<file path="config.mk">
export PLATFORM = sky130hd
export DESIGN_NAME = gpio_bank_irq_flat
export DESIGN_NICKNAME = d
export VERILOG_FILES = /design/src/rtl/gpio_bank_irq_if.sv /design/src/rtl/gpio_bank_irq.sv /design/src/flat_wrapper.sv
export SDC_FILE = /design/constraint.sdc
export NUM_CORES = 1
export LEC_CHECK = 0
export BUFFER_PORTS_ARGS = -buffer_cell sky130_fd_sc_hd__buf_2
export CORE_MARGIN = 5
export CORE_UTILIZATION = 30
export DETAILED_ROUTE_END_ITERATION = 6
export PLACE_DENSITY = 0.56
export SLEW_MARGIN = 5
export SYNTH_ARGS = -nofsm -noshare
export SYNTH_HDL_FRONTEND = slang
export SYNTH_SLANG_ARGS = --single-unit
</file>
<file path="constraint.sdc">
create_clock -name clk -period 1.95 [get_ports clk]
set_input_delay 0 -clock clk [delete_from_list [all_inputs] [get_ports clk]]
set_output_delay 0 -clock clk [all_outputs]
set_load 0.01 [all_outputs]
</file>
<file path="src/rtl/gpio_bank_irq_if.sv">
// gpio_bank_irq_if
//   Simple CPU bus shared by the GPIO blocks: chip select, separate write and
//   read strobes, 32-bit byte address, 32-bit write data and registered read
//   data returned by the slave one cycle after the read strobe.
//
//   master : bus decoder / CPU side (drives strobes, addr, write_data)
//   slave  : peripheral side (drives read_data)
interface gpio_bank_irq_if;
   logic        chip_select;
   logic        write_enable;
   logic        read_enable;
   logic [31:0] addr;
   logic [31:0] write_data;
   logic [31:0] read_data;

   modport master (
      output chip_select,
      output write_enable,
      output read_enable,
      output addr,
      output write_data,
      input  read_data
   );

   modport slave (
      input  chip_select,
      input  write_enable,
      input  read_enable,
      input  addr,
      input  write_data,
      output read_data
   );
endinterface

</file>
<file path="src/rtl/gpio_bank_irq.sv">
// gpio_bank_irq
//   Memory-mapped GPIO bank with input synchronisers, atomic set/clear/toggle
//   of the output data register, per-pin rising/falling edge detection with
//   write-1-to-clear status and a single registered interrupt line.
//
//   Register map (addr[5:2] decoded, other address bits ignored):
//     0x00 DATA    RW      0x14 TGL     WO  DATA ^= wd
//     0x04 DIR     RW      0x18 RISE_EN RW
//     0x08 READ    RO      0x1C FALL_EN RW
//     0x0C SET     WO      0x20 STATUS  RW1C
//     0x10 CLR     WO      0x24..0x3C reserved, read 0
//
// Ports:
//   clk       system clock, rising edge
//   rst       synchronous active-high reset
//   bus       slave side of the simple CPU bus
//   gpio_in   asynchronous pin inputs
//   gpio_out  pad output data (DATA & DIR)
//   gpio_oe   pad output enables (DIR)
//   irq       level-high aggregated interrupt (registered |STATUS)
module gpio_bank_irq #(
   parameter int GPIO_WIDTH  = 32,
   parameter int SYNC_STAGES = 2
) (
   input  logic                  clk,
   input  logic                  rst,
   gpio_bank_irq_if.slave        bus,
   input  logic [GPIO_WIDTH-1:0] gpio_in,
   output logic [GPIO_WIDTH-1:0] gpio_out,
   output logic [GPIO_WIDTH-1:0] gpio_oe,
   output logic                  irq
);

   // Fewer than two stages cannot be trusted against metastability, so a
   // smaller setting is raised to two.
   localparam int STAGES = (SYNC_STAGES < 2) ? 2 : SYNC_STAGES;

   localparam logic [3:0] A_DATA    = 4'h0;
   localparam logic [3:0] A_DIR     = 4'h1;
   localparam logic [3:0] A_READ    = 4'h2;
   localparam logic [3:0] A_SET     = 4'h3;
   localparam logic [3:0] A_CLR     = 4'h4;
   localparam logic [3:0] A_TGL     = 4'h5;
   localparam logic [3:0] A_RISE_EN = 4'h6;
   localparam logic [3:0] A_FALL_EN = 4'h7;
   localparam logic [3:0] A_STATUS  = 4'h8;

   logic [GPIO_WIDTH-1:0] data_q,    data_d;
   logic [GPIO_WIDTH-1:0] dir_q,     dir_d;
   logic [GPIO_WIDTH-1:0] rise_en_q, rise_en_d;
   logic [GPIO_WIDTH-1:0] fall_en_q, fall_en_d;
   logic [GPIO_WIDTH-1:0] status_q,  status_d;
   logic [GPIO_WIDTH-1:0] prev_q;
   logic [GPIO_WIDTH-1:0] sync_q [STAGES];
   logic [31:0]           read_data_q, read_data_d;
   logic                  irq_q;

   logic                  wr_en;
   logic                  rd_en;
   logic [3:0]            sel;
   logic [GPIO_WIDTH-1:0] wd;
   logic [GPIO_WIDTH-1:0] sync_in;
   logic [GPIO_WIDTH-1:0] read_val;
   logic [GPIO_WIDTH-1:0] rise;
   logic [GPIO_WIDTH-1:0] fall;
   logic [GPIO_WIDTH-1:0] w1c;

   // Address bits outside [5:2] and write data above GPIO_WIDTH are don't-care.
   logic                  unused_bus_bits;
   assign unused_bus_bits = ^{bus.addr[31:6], bus.addr[1:0], bus.write_data};

   assign wr_en   = bus.chip_select & bus.write_enable;
   assign rd_en   = bus.chip_select & bus.read_enable;
   assign sel     = bus.addr[5:2];
   assign wd      = bus.write_data[GPIO_WIDTH-1:0];
   assign sync_in = sync_q[STAGES-1];

   assign read_val = (data_q & dir_q) | (sync_in & ~dir_q);

   // Output pins are masked out, and prev_q always follows sync_in, so a
   // direction change alone can never look like an edge.
   assign rise = sync_in  & ~prev_q & ~dir_q & rise_en_q;
   assign fall = ~sync_in &  prev_q & ~dir_q & fall_en_q;

   assign w1c = (wr_en && (sel == A_STATUS)) ? wd : '0;

   always_comb begin
      data_d    = data_q;
      dir_d     = dir_q;
      rise_en_d = rise_en_q;
      fall_en_d = fall_en_q;
      if (wr_en) begin
         case (sel)
            A_DATA:    data_d    = wd;
            A_DIR:     dir_d     = wd;
            A_SET:     data_d    = data_q | wd;
            A_CLR:     data_d    = data_q & ~wd;
            A_TGL:     data_d    = data_q ^ wd;
            A_RISE_EN: rise_en_d = wd;
            A_FALL_EN: fall_en_d = wd;
            default:   ;
         endcase
      end
   end

   // Clear first, then OR in new events: an event coinciding with its own
   // W1C keeps the bit set so it is not lost.
   always_comb begin
      status_d = (status_q & ~w1c) | rise | fall;
   end

   // Read mux uses the pre-edge register values, so a read colliding with a
   // write to the same register returns the old contents.
   always_comb begin
      read_data_d = read_data_q;
      if (rd_en) begin
         read_data_d = '0;
         case (sel)
            A_DATA:    read_data_d[GPIO_WIDTH-1:0] = data_q;
            A_DIR:     read_data_d[GPIO_WIDTH-1:0] = dir_q;
            A_READ:    read_data_d[GPIO_WIDTH-1:0] = read_val;
            A_RISE_EN: read_data_d[GPIO_WIDTH-1:0] = rise_en_q;
            A_FALL_EN: read_data_d[GPIO_WIDTH-1:0] = fall_en_q;
            A_STATUS:  read_data_d[GPIO_WIDTH-1:0] = status_q;
            default:   ;
         endcase
      end
   end

   always_ff @(posedge clk) begin
      if (rst) begin
         for (int i = 0; i < STAGES; i++) begin
            sync_q[i] <= '0;
         end
      end else begin
         sync_q[0] <= gpio_in;
         for (int i = 1; i < STAGES; i++) begin
            sync_q[i] <= sync_q[i-1];
         end
      end
   end

   always_ff @(posedge clk) begin
      if (rst) begin
         data_q      <= '0;
         dir_q       <= '0;
         rise_en_q   <= '0;
         fall_en_q   <= '0;
         status_q    <= '0;
         prev_q      <= '0;
         read_data_q <= '0;
         irq_q       <= 1'b0;
      end else begin
         data_q      <= data_d;
         dir_q       <= dir_d;
         rise_en_q   <= rise_en_d;
         fall_en_q   <= fall_en_d;
         status_q    <= status_d;
         prev_q      <= sync_in;
         read_data_q <= read_data_d;
         irq_q       <= |status_q;
      end
   end

   assign gpio_out      = data_q & dir_q;
   assign gpio_oe       = dir_q;
   assign irq           = irq_q;
   assign bus.read_data = read_data_q;

endmodule

</file>
<file path="src/flat_wrapper.sv">
// flat-port wrapper written by rule: the top's interface ports become plain ports
module gpio_bank_irq_flat 
#(
   parameter int GPIO_WIDTH  = 32,
   parameter int SYNC_STAGES = 2
)
  (clk, rst, gpio_in, gpio_out, gpio_oe, irq, bus_chip_select, bus_write_enable, bus_read_enable, bus_addr, bus_write_data, bus_read_data);
  gpio_bank_irq_if bus_i ();
  input  logic clk;
  input  logic rst;
  input  logic [GPIO_WIDTH-1:0] gpio_in;
  output logic [GPIO_WIDTH-1:0] gpio_out;
  output logic [GPIO_WIDTH-1:0] gpio_oe;
  output logic irq;
  input wire logic [$bits(bus_i.chip_select)-1:0] bus_chip_select;
  input wire logic [$bits(bus_i.write_enable)-1:0] bus_write_enable;
  input wire logic [$bits(bus_i.read_enable)-1:0] bus_read_enable;
  input wire logic [$bits(bus_i.addr)-1:0] bus_addr;
  input wire logic [$bits(bus_i.write_data)-1:0] bus_write_data;
  output wire logic [$bits(bus_i.read_data)-1:0] bus_read_data;
  assign bus_i.chip_select = bus_chip_select;
  assign bus_i.write_enable = bus_write_enable;
  assign bus_i.read_enable = bus_read_enable;
  assign bus_i.addr = bus_addr;
  assign bus_i.write_data = bus_write_data;
  assign bus_read_data = bus_i.read_data;
  gpio_bank_irq #(.GPIO_WIDTH(GPIO_WIDTH), .SYNC_STAGES(SYNC_STAGES)) u_core (.clk(clk), .rst(rst), .bus(bus_i), .gpio_in(gpio_in), .gpio_out(gpio_out), .gpio_oe(gpio_oe), .irq(irq));
endmodule
</file>
==> results of run 1 <==
==> cell usage after synthesis, types with 29 or more instances <==
master	n	share of area, %
clkbuf_1	65	1.8
and2_1	33	1.5
inv_1	69	1.9
a21oi_1	190	6.8
o21ai_0	86	3.1
buf_2	31	1.1
a31oi_1	33	1.5
nand3b_1	73	3.9
a221oi_1	29	1.8
nor2_1	58	1.6
nand2_1	299	8.1
nor2b_1	106	4.8
dfxtp_1	289	42
ha_1	64	5.8
nand3_1	34	1.2
==> placed cells by master, fill, tap and decap left out, drive strengths merged, types with 64 or more instances in the layout <==
cell,Yosys,routed
a21oi,190,190
buf,58,240
dfxtp,289,289
dlygate4sd3,0,76
ha,64,64
inv,69,72
nand2,299,299
nand3b,73,73
nor2b,107,107
o21ai,86,86
==> per-layer routing <==
| metal | wire, um | GRT usage (%) | up-vias |
|---|---|---|---|
| met2 | 22800 | 30.8 | 454 |
| met5 | 0 | 0 | - |
| li1 | - | - | 6361 |
| met4 | 1770 | 7.54 | 0 |
| met1 | 22000 | 25.1 | 6356 |
| met3 | 2880 | 2.50 | 98 |
==> flip-flops by register name, summed over array words and instances (netlist names), 32 cells and up <==
signal / count
u_core.sync_q: 64
u_core.data_q: 32
u_core.bus.read_data: 32
u_core.prev_q: 32
u_core.fall_en_q: 32
u_core.rise_en_q: 32
u_core.gpio_oe: 32
u_core.status_q: 32
==> stage by stage <==
step | util, % | worst slack [ns]
after global routing | 38.2 | 0.189
final | 38.2 | 0.257
after CTS | 38.2 | 0.255
after floorplan | - | 0.642
after detailed placement | 34.2 | 0.212
after global placement | 34.2 | 0.222
==> worst min-delay path, delay by kind of cell <==
family / cells / cell delay [ns]
simple gates: 1 / 0.13
buf+inv: 1 / 0.19
compound gates: 2 / 0.19
==> power groups by stage <==
stage | combinational (uW) | clock [uW] | sequential, uW
global route | 1410 | 6690 | 6190
detailed placement | 1170 | 0 | 6300
floorplan | 664 | 0 | 6280
finish | 1290 | 6310 | 6170
global placement | 1140 | 0 | 6300
CTS | 1290 | 6470 | 6170
==> cell type report <==
cell class / count / share of cell area [%]
multi-input cells: 1213 / 41.8
flip-flops and latches: 289 / 33.2
repair buffers: 317 / 12.9
clock buffers: 49 / 5.55
well taps: 600 / 4.31
inverters: 71 / 1.53
clock inverters: 11 / 0.732
diodes: 2 / 0.0287
==> worst paths after layout <==
check	startpoint	to	slack, ns
hold / removal	bus_addr[5]	u_core.data_q[2]	0.03
hold reg to reg	u_core.sync_q[0][4]	u_core.sync_q[0][36]	0.44
setup / recovery	u_core.status_q[13]	u_core.irq	0.26
setup reg to reg	u_core.status_q[13]	u_core.irq	0.26
==> logic make-up after synthesis <==
family          Yosys count  synth area share (%)
compound gates          446                  19.7
xor+xnor                  2                 0.180
buf+inv                 194                  6.06
mux                      24                  1.73
flops                   289                  41.7
fa+ha+maj                64                  5.77
simple gates            677                  24.9
==> run_results.csv, run 1 <==
group,metric,value,unit
setup_path,cp_cell_sequence,"nor4_1 -> buf_4 -> nand4_1 -> nor2_1 -> nor2_1",
power_and_ir_drop,p_sw,3460,uW
setup_path,cpMaxStageDelayCell,"nor4_1",
sta,rsz0062_at_grt,"no",
sta,hold_viol,0,
setup_path,critPathMaxFanout,3,
clock_tree,cts_sinks,289,
finish,layout-drive-gt1-share,15.6,%
logic_synthesis,synth_edf_count,0,
floorplanning,die_area,50700,sq um
placement,hpwlAfterDp,33500,um
logic_synthesis,yosys_warnings,0,
setup_path,cp_num_cells,5,
global_route,grt_pass1_vias,13200,
status,status,"complete, but fails checks",
power_and_ir_drop,swShare,25.1,%
route,first_pass_iters,7,
floorplanning,die_y,225,um
clock_tree,clkTransAtPathRegs,0.06,ns
finish,multiInputGateArea,7280,sq um
global_route,gr-total-overflow,0,
logic_synthesis,syn-mean-instance-area,8.19,sq um
power_and_ir_drop,power_frac_seq,44.8,%
logic_synthesis,synth_cells,1696,
logic_synthesis,synth-seq-cells,289,
logic_synthesis,ys.flop_type,"dfxtp_1",
setup_path,endpoint_kind,"flop",
route,antenna_left,0,
route,first_iter_violations,1008,
global_route,grt_max_degree,99,
finish,fill_cells,4589,
placement,dp_cells,2414,
setup_path,ff2ff_path_depth,5,
floorplanning,rows,78,
clock_tree,ctsResizeCount,0,
sta,max_clock_freq,591,MHz
setup_path,crit_arrival,2.10,ns
sta,finalCritPeriodShare,86.8,%
power_and_ir_drop,total_power,13800,uW
finish,fin_cells,2552,
sta,holdWs,0.0309,ns
setup_path,cp-start-kind,"flop",
logic_synthesis,synth.cell_area,13900,sq um
setup_path,crit_family,"simple AND/OR/NAND/NOR gates",
sta,fin_setup_tns,0,ns
finish,fin_nets,2091,
clock_tree,cts.htree.levels,2,
route,drc_errors,2,
global_route,grt_use_total,18.8,%
global_route,antenna_found_initial,2,
worst_hold_path,hold_path_class,"in -> reg",
power_and_ir_drop,pwr-share-clk,45.8,%
clock_tree,numCtsBuffers,34,
power_and_ir_drop,p_comb_share,9.4,%
placement,place_area,15600,sq um
status,violations,"design-rule violations",
placement,gp_congestion,0.827,
global_route,grt_first_pass_wirelength,75900,um
power_and_ir_drop,internal-power,10300,uW
setup_path,path_class,"reg -> reg",
logic_synthesis,syn_nets,1861,
clock_tree,insertion_delay,0.54,ns
power_and_ir_drop,vdd_drop_max,0.453,mV
route,viasPerCell,5.20,
setup_path,cp.buffers_inverters,1,
finish,finalInstanceArea,17400,sq um
logic_synthesis,ys_async_sr_fraction,0,%
sta,tightestPinTransition,0.912,ns
placement,numPortBuffers,169,
finish,regArea,5790,sq um
power_and_ir_drop,p_per_area,790,nW/um^2
floorplanning,fp.dieW,225,um
route,vias,13300,
sta,finClkSkew,0.0146,ns
clock_tree,root_buffer,"clkbuf_16",
route,wl_per_cell,19.4,um
clock_tree,postCtsSetupBuffers,0,
clock_tree,hold_buffers,76,
setup_path,crit_top_cell,"nor2_1",
floorplanning,start_util,30.5,%
power_and_ir_drop,total_leakage_power,0.00674,uW
finish,syn_to_final_growth,25.5,%
floorplanning,core_area,45600,sq um
route,wl,49500,um
logic_synthesis,seq_area_frac_synth,41.7,%
clock_tree,cts_tree,"yes",
logic_synthesis,ys_types,52,
sta,slew_viol_final,0,
sta,setup_violations,0,
clock_tree,cts_buffer_depth,3,
floorplanning,pin_count,198,
sta,slew_headroom,39.0,%
setup_path,slowest_delay,0.50,ns
setup_path,worstPathRequired,2.36,ns
worst_hold_path,whs_path_depth,4,
flow_run,max_cap_viol_count,0,
sta,timing.final.crit_period,1.69,ns
Power figures use the tool's default switching activity.
==> run 2, diff against run 1 <==
--- a/config.mk
+++ b/config.mk
@@ -8,7 +8,9 @@
 export BUFFER_PORTS_ARGS = -buffer_cell sky130_fd_sc_hd__buf_2
 export CORE_MARGIN = 5
 export CORE_UTILIZATION = 30
+export CTS_BUF_LIST = sky130_fd_sc_hd__clkbuf_2 sky130_fd_sc_hd__clkbuf_4 sky130_fd_sc_hd__clkbuf_8
 export DETAILED_ROUTE_END_ITERATION = 6
+export MAX_ROUTING_LAYER = met4
 export PLACE_DENSITY = 0.56
 export SLEW_MARGIN = 5
 export SYNTH_ARGS = -nofsm -noshare
==> constraint.sdc (replaced) <==
create_clock -name clk -period 2.2 [get_ports clk]
set_input_delay 0 -clock clk [delete_from_list [all_inputs] [get_ports clk]]
set_output_delay 0 -clock clk [all_outputs]
set_load 0.01 [all_outputs]
==> run 2 against run 1 <==
Against the previous run: the flow now finishes without violations; non-clock buffer count decreased by 14; clock power decreased by 19%; die area unchanged; total power decreased by 15%; critical path depth increased by 2; clock-buffer cell count increased by 31; register-to-register slack improved by 0.24 ns; cell count increased by 0.43%.
==> run_results.csv, run 2 (synthesized netlist as in run 1, its figures left out) <==
group,metric,value,unit
setup_path,cp_num_cells,7,
power_and_ir_drop,vdd_drop_max,0.334,mV
sta,finClkSkew,0.0166,ns
flow_run,max_cap_viol_count,0,
setup_path,ff2ff_path_depth,4,
worst_hold_path,hold_end,"u_core.data_q[0]",
setup_path,worstPathRequired,2.69,ns
route,wl,49600,um
setup_path,cp-start-kind,"primary input",
sta,setup_violations,0,
clock_tree,insertion_delay,0.62,ns
worst_hold_path,whs_path_depth,5,
setup_path,cp_cell_sequence,"dlygate4sd3_1 -> buf_2 -> nor2b_2 -> xnor2_1 -> nor2_2 -> buf_4 -> o32ai_1",
sta,holdWs,0.120,ns
route,antenna_left,0,
placement,gp_congestion,0.823,
power_and_ir_drop,total_leakage_power,0.00666,uW
finish,regMostFlops,"u_core.sync_q",
finish,final_common_cell,"nand2_1",
status,status,"completed",
sta,tightestPinTransition,0.789,ns
clock_tree,cts_buffer_depth,3,
route,viasPerCell,5.17,
placement,hpwlAfterDp,32900,um
route,wl_per_cell,19.4,um
floorplanning,pin_count,198,
setup_path,endpoint_kind,"flop",
clock_tree,ctsResizeCount,0,
floorplanning,core_area,45600,sq um
power_and_ir_drop,total_power,11700,uW
setup_path,cp.buffers_inverters,3,
clock_tree,cts_sinks,289,
setup_path,reg2reg_setup_slack,0.50,ns
sta,slew_headroom,47.0,%
global_route,antenna_found_initial,1,
clock_tree,cts_tree,"yes",
route,vias,13200,
route,wl_met1,21600,um
route,drc_errors,0,
finish,layout-drive-gt1-share,16.8,%
finish,largest_register_ffs,64,
worst_hold_path,hold_path_class,"in -> reg",
route,highest_layer,"met4",
sta,finalCritPeriodShare,95.0,%
floorplanning,rows,78,
route,first_pass_iters,5,
sta,timing.final.crit_period,2.09,ns
global_route,grt_use_total,19.5,%
setup_path,crit_family,"simple AND/OR/NAND/NOR gates",
global_route,grt_max_degree,62,
setup_path,cpMaxStageDelayCell,"nor2b_2",
global_route,gr-total-overflow,0,
sta,slew_viol_final,0,
global_route,grt_first_pass_wirelength,76100,um
placement,numPortBuffers,169,
setup_path,r2r-end,"u_core.irq",
global_route,grt_pass1_vias,13100,
sta,fin_setup_tns,0,ns
setup_path,reg2reg_from,"u_core.status_q[13]",
sta,hold_viol,0,
finish,syn_to_final_growth,24.0,%
floorplanning,start_util,30.5,%
route,first_iter_violations,1038,
placement,dp_cells,2403,
setup_path,path_class,"in -> reg",
worst_hold_path,hold_start,"bus_write_enable",
sta,rsz0062_at_grt,"no",
setup_path,slowest_delay,0.57,ns
clock_tree,root_buffer,"clkbuf_8",
finish,final_cell_mix,"nand2_1, dfxtp_1, a21oi_1, buf_2, nor2b_1",
route,met3_length,3500,um
floorplanning,die_y,225,um
route,wl_met2,23100,um
clock_tree,clkTransAtPathRegs,0.07,ns
sta,max_clock_freq,478,MHz
clock_tree,numCtsBuffers,51,
floorplanning,fp.dieW,225,um
finish,fin_cells,2563,
finish,fin_nets,2094,
setup_path,crit_arrival,2.58,ns
setup_path,critPathMaxFanout,10,
floorplanning,die_area,50700,sq um
power_and_ir_drop,p_per_area,682,nW/um^2
clock_tree,cts.htree.levels,2,
==> run 2: changes by cell type in the layout (fill, tap and decap cells not counted), moves of 2 or more <==
cell | previous run | this run
buf_12 | 7 | 4
buf_4 | 65 | 57
bufinv_16 | 2 | 0
clkbuf_1 | 9 | 0
clkbuf_16 | 34 | 0
clkbuf_4 | 0 | 16
clkbuf_8 | 7 | 65
dlygate4sd3_1 | 76 | 73
inv_6 | 2 | 0
==> run 2: worst reg2reg max path: cells and delay by family, from the launching register on <==
family / cells / cell delay [ns]
flip-flops: 1 / 0.33
AND/OR/NAND/NOR: 4 / 1.24
==> run 2: layer usage <==
metal	vias to the layer above	GRT usage, %
met3	94	3.88
met5	-	-
met1	6315	24.7
li1	6364	-
met4	0	6.27
met2	472	31.4
==> run 2: through the flow <==
stage	instance area (sq um)	util, %	setup WS (ns)
after floorplan	13900	-	0.892
after global placement	15400	33.9	-0.0409
after detailed placement	15400	33.9	-0.0182
after CTS	17200	37.8	0.130
after global routing	17200	37.8	0.0211
final	17200	37.8	0.110
==> run 2: worst max path at each step <==
stage | slack [ns] | end | start
2_1_floorplan | 0.89 | u_core.bus.read_data[10] | bus_addr[4]
3_3_place_gp | -0.04 | u_core.data_q[2] | bus_addr[2]
3_5_place_dp | -0.02 | u_core.data_q[10] | bus_addr[2]
4_1_cts | 0.13 | u_core.data_q[2] | bus_addr[4]
5_1_grt | 0.02 | u_core.data_q[2] | bus_addr[4]
6_report | 0.11 | u_core.data_q[10] | bus_addr[4]
==> run 2: area by class of cell <==
class                           count  area, sq um
Fill cell                        4628        28400
Multi-Input combinational cell   1213         7280
Sequential cell                   289         5790
Timing Repair Buffer              303         2090
Clock buffer                       80         1000
Tap cell                          600          751
Inverter                           71          267
Clock inverter                      6         32.5
Antenna cell                        1         2.50
==> run 2: what timing repair did <==
| action | 4_1_cts | 5_1_grt |
|---|---|---|
| buffers inserted | 0 | 0 |
| hold buffers | 73 | 0 |
| hold endpoints to repair | 204 | 0 |
| endpoints found under the setup margin | 0 | 0 |
==> run 2: power by group <==
group	total [uW]	internal, uW	leakage (uW)	switching (uW)
clock network	5130	2860	0.000553	2280
registers	5470	5370	0.00235	95.5
logic	1130	451	0.00376	681
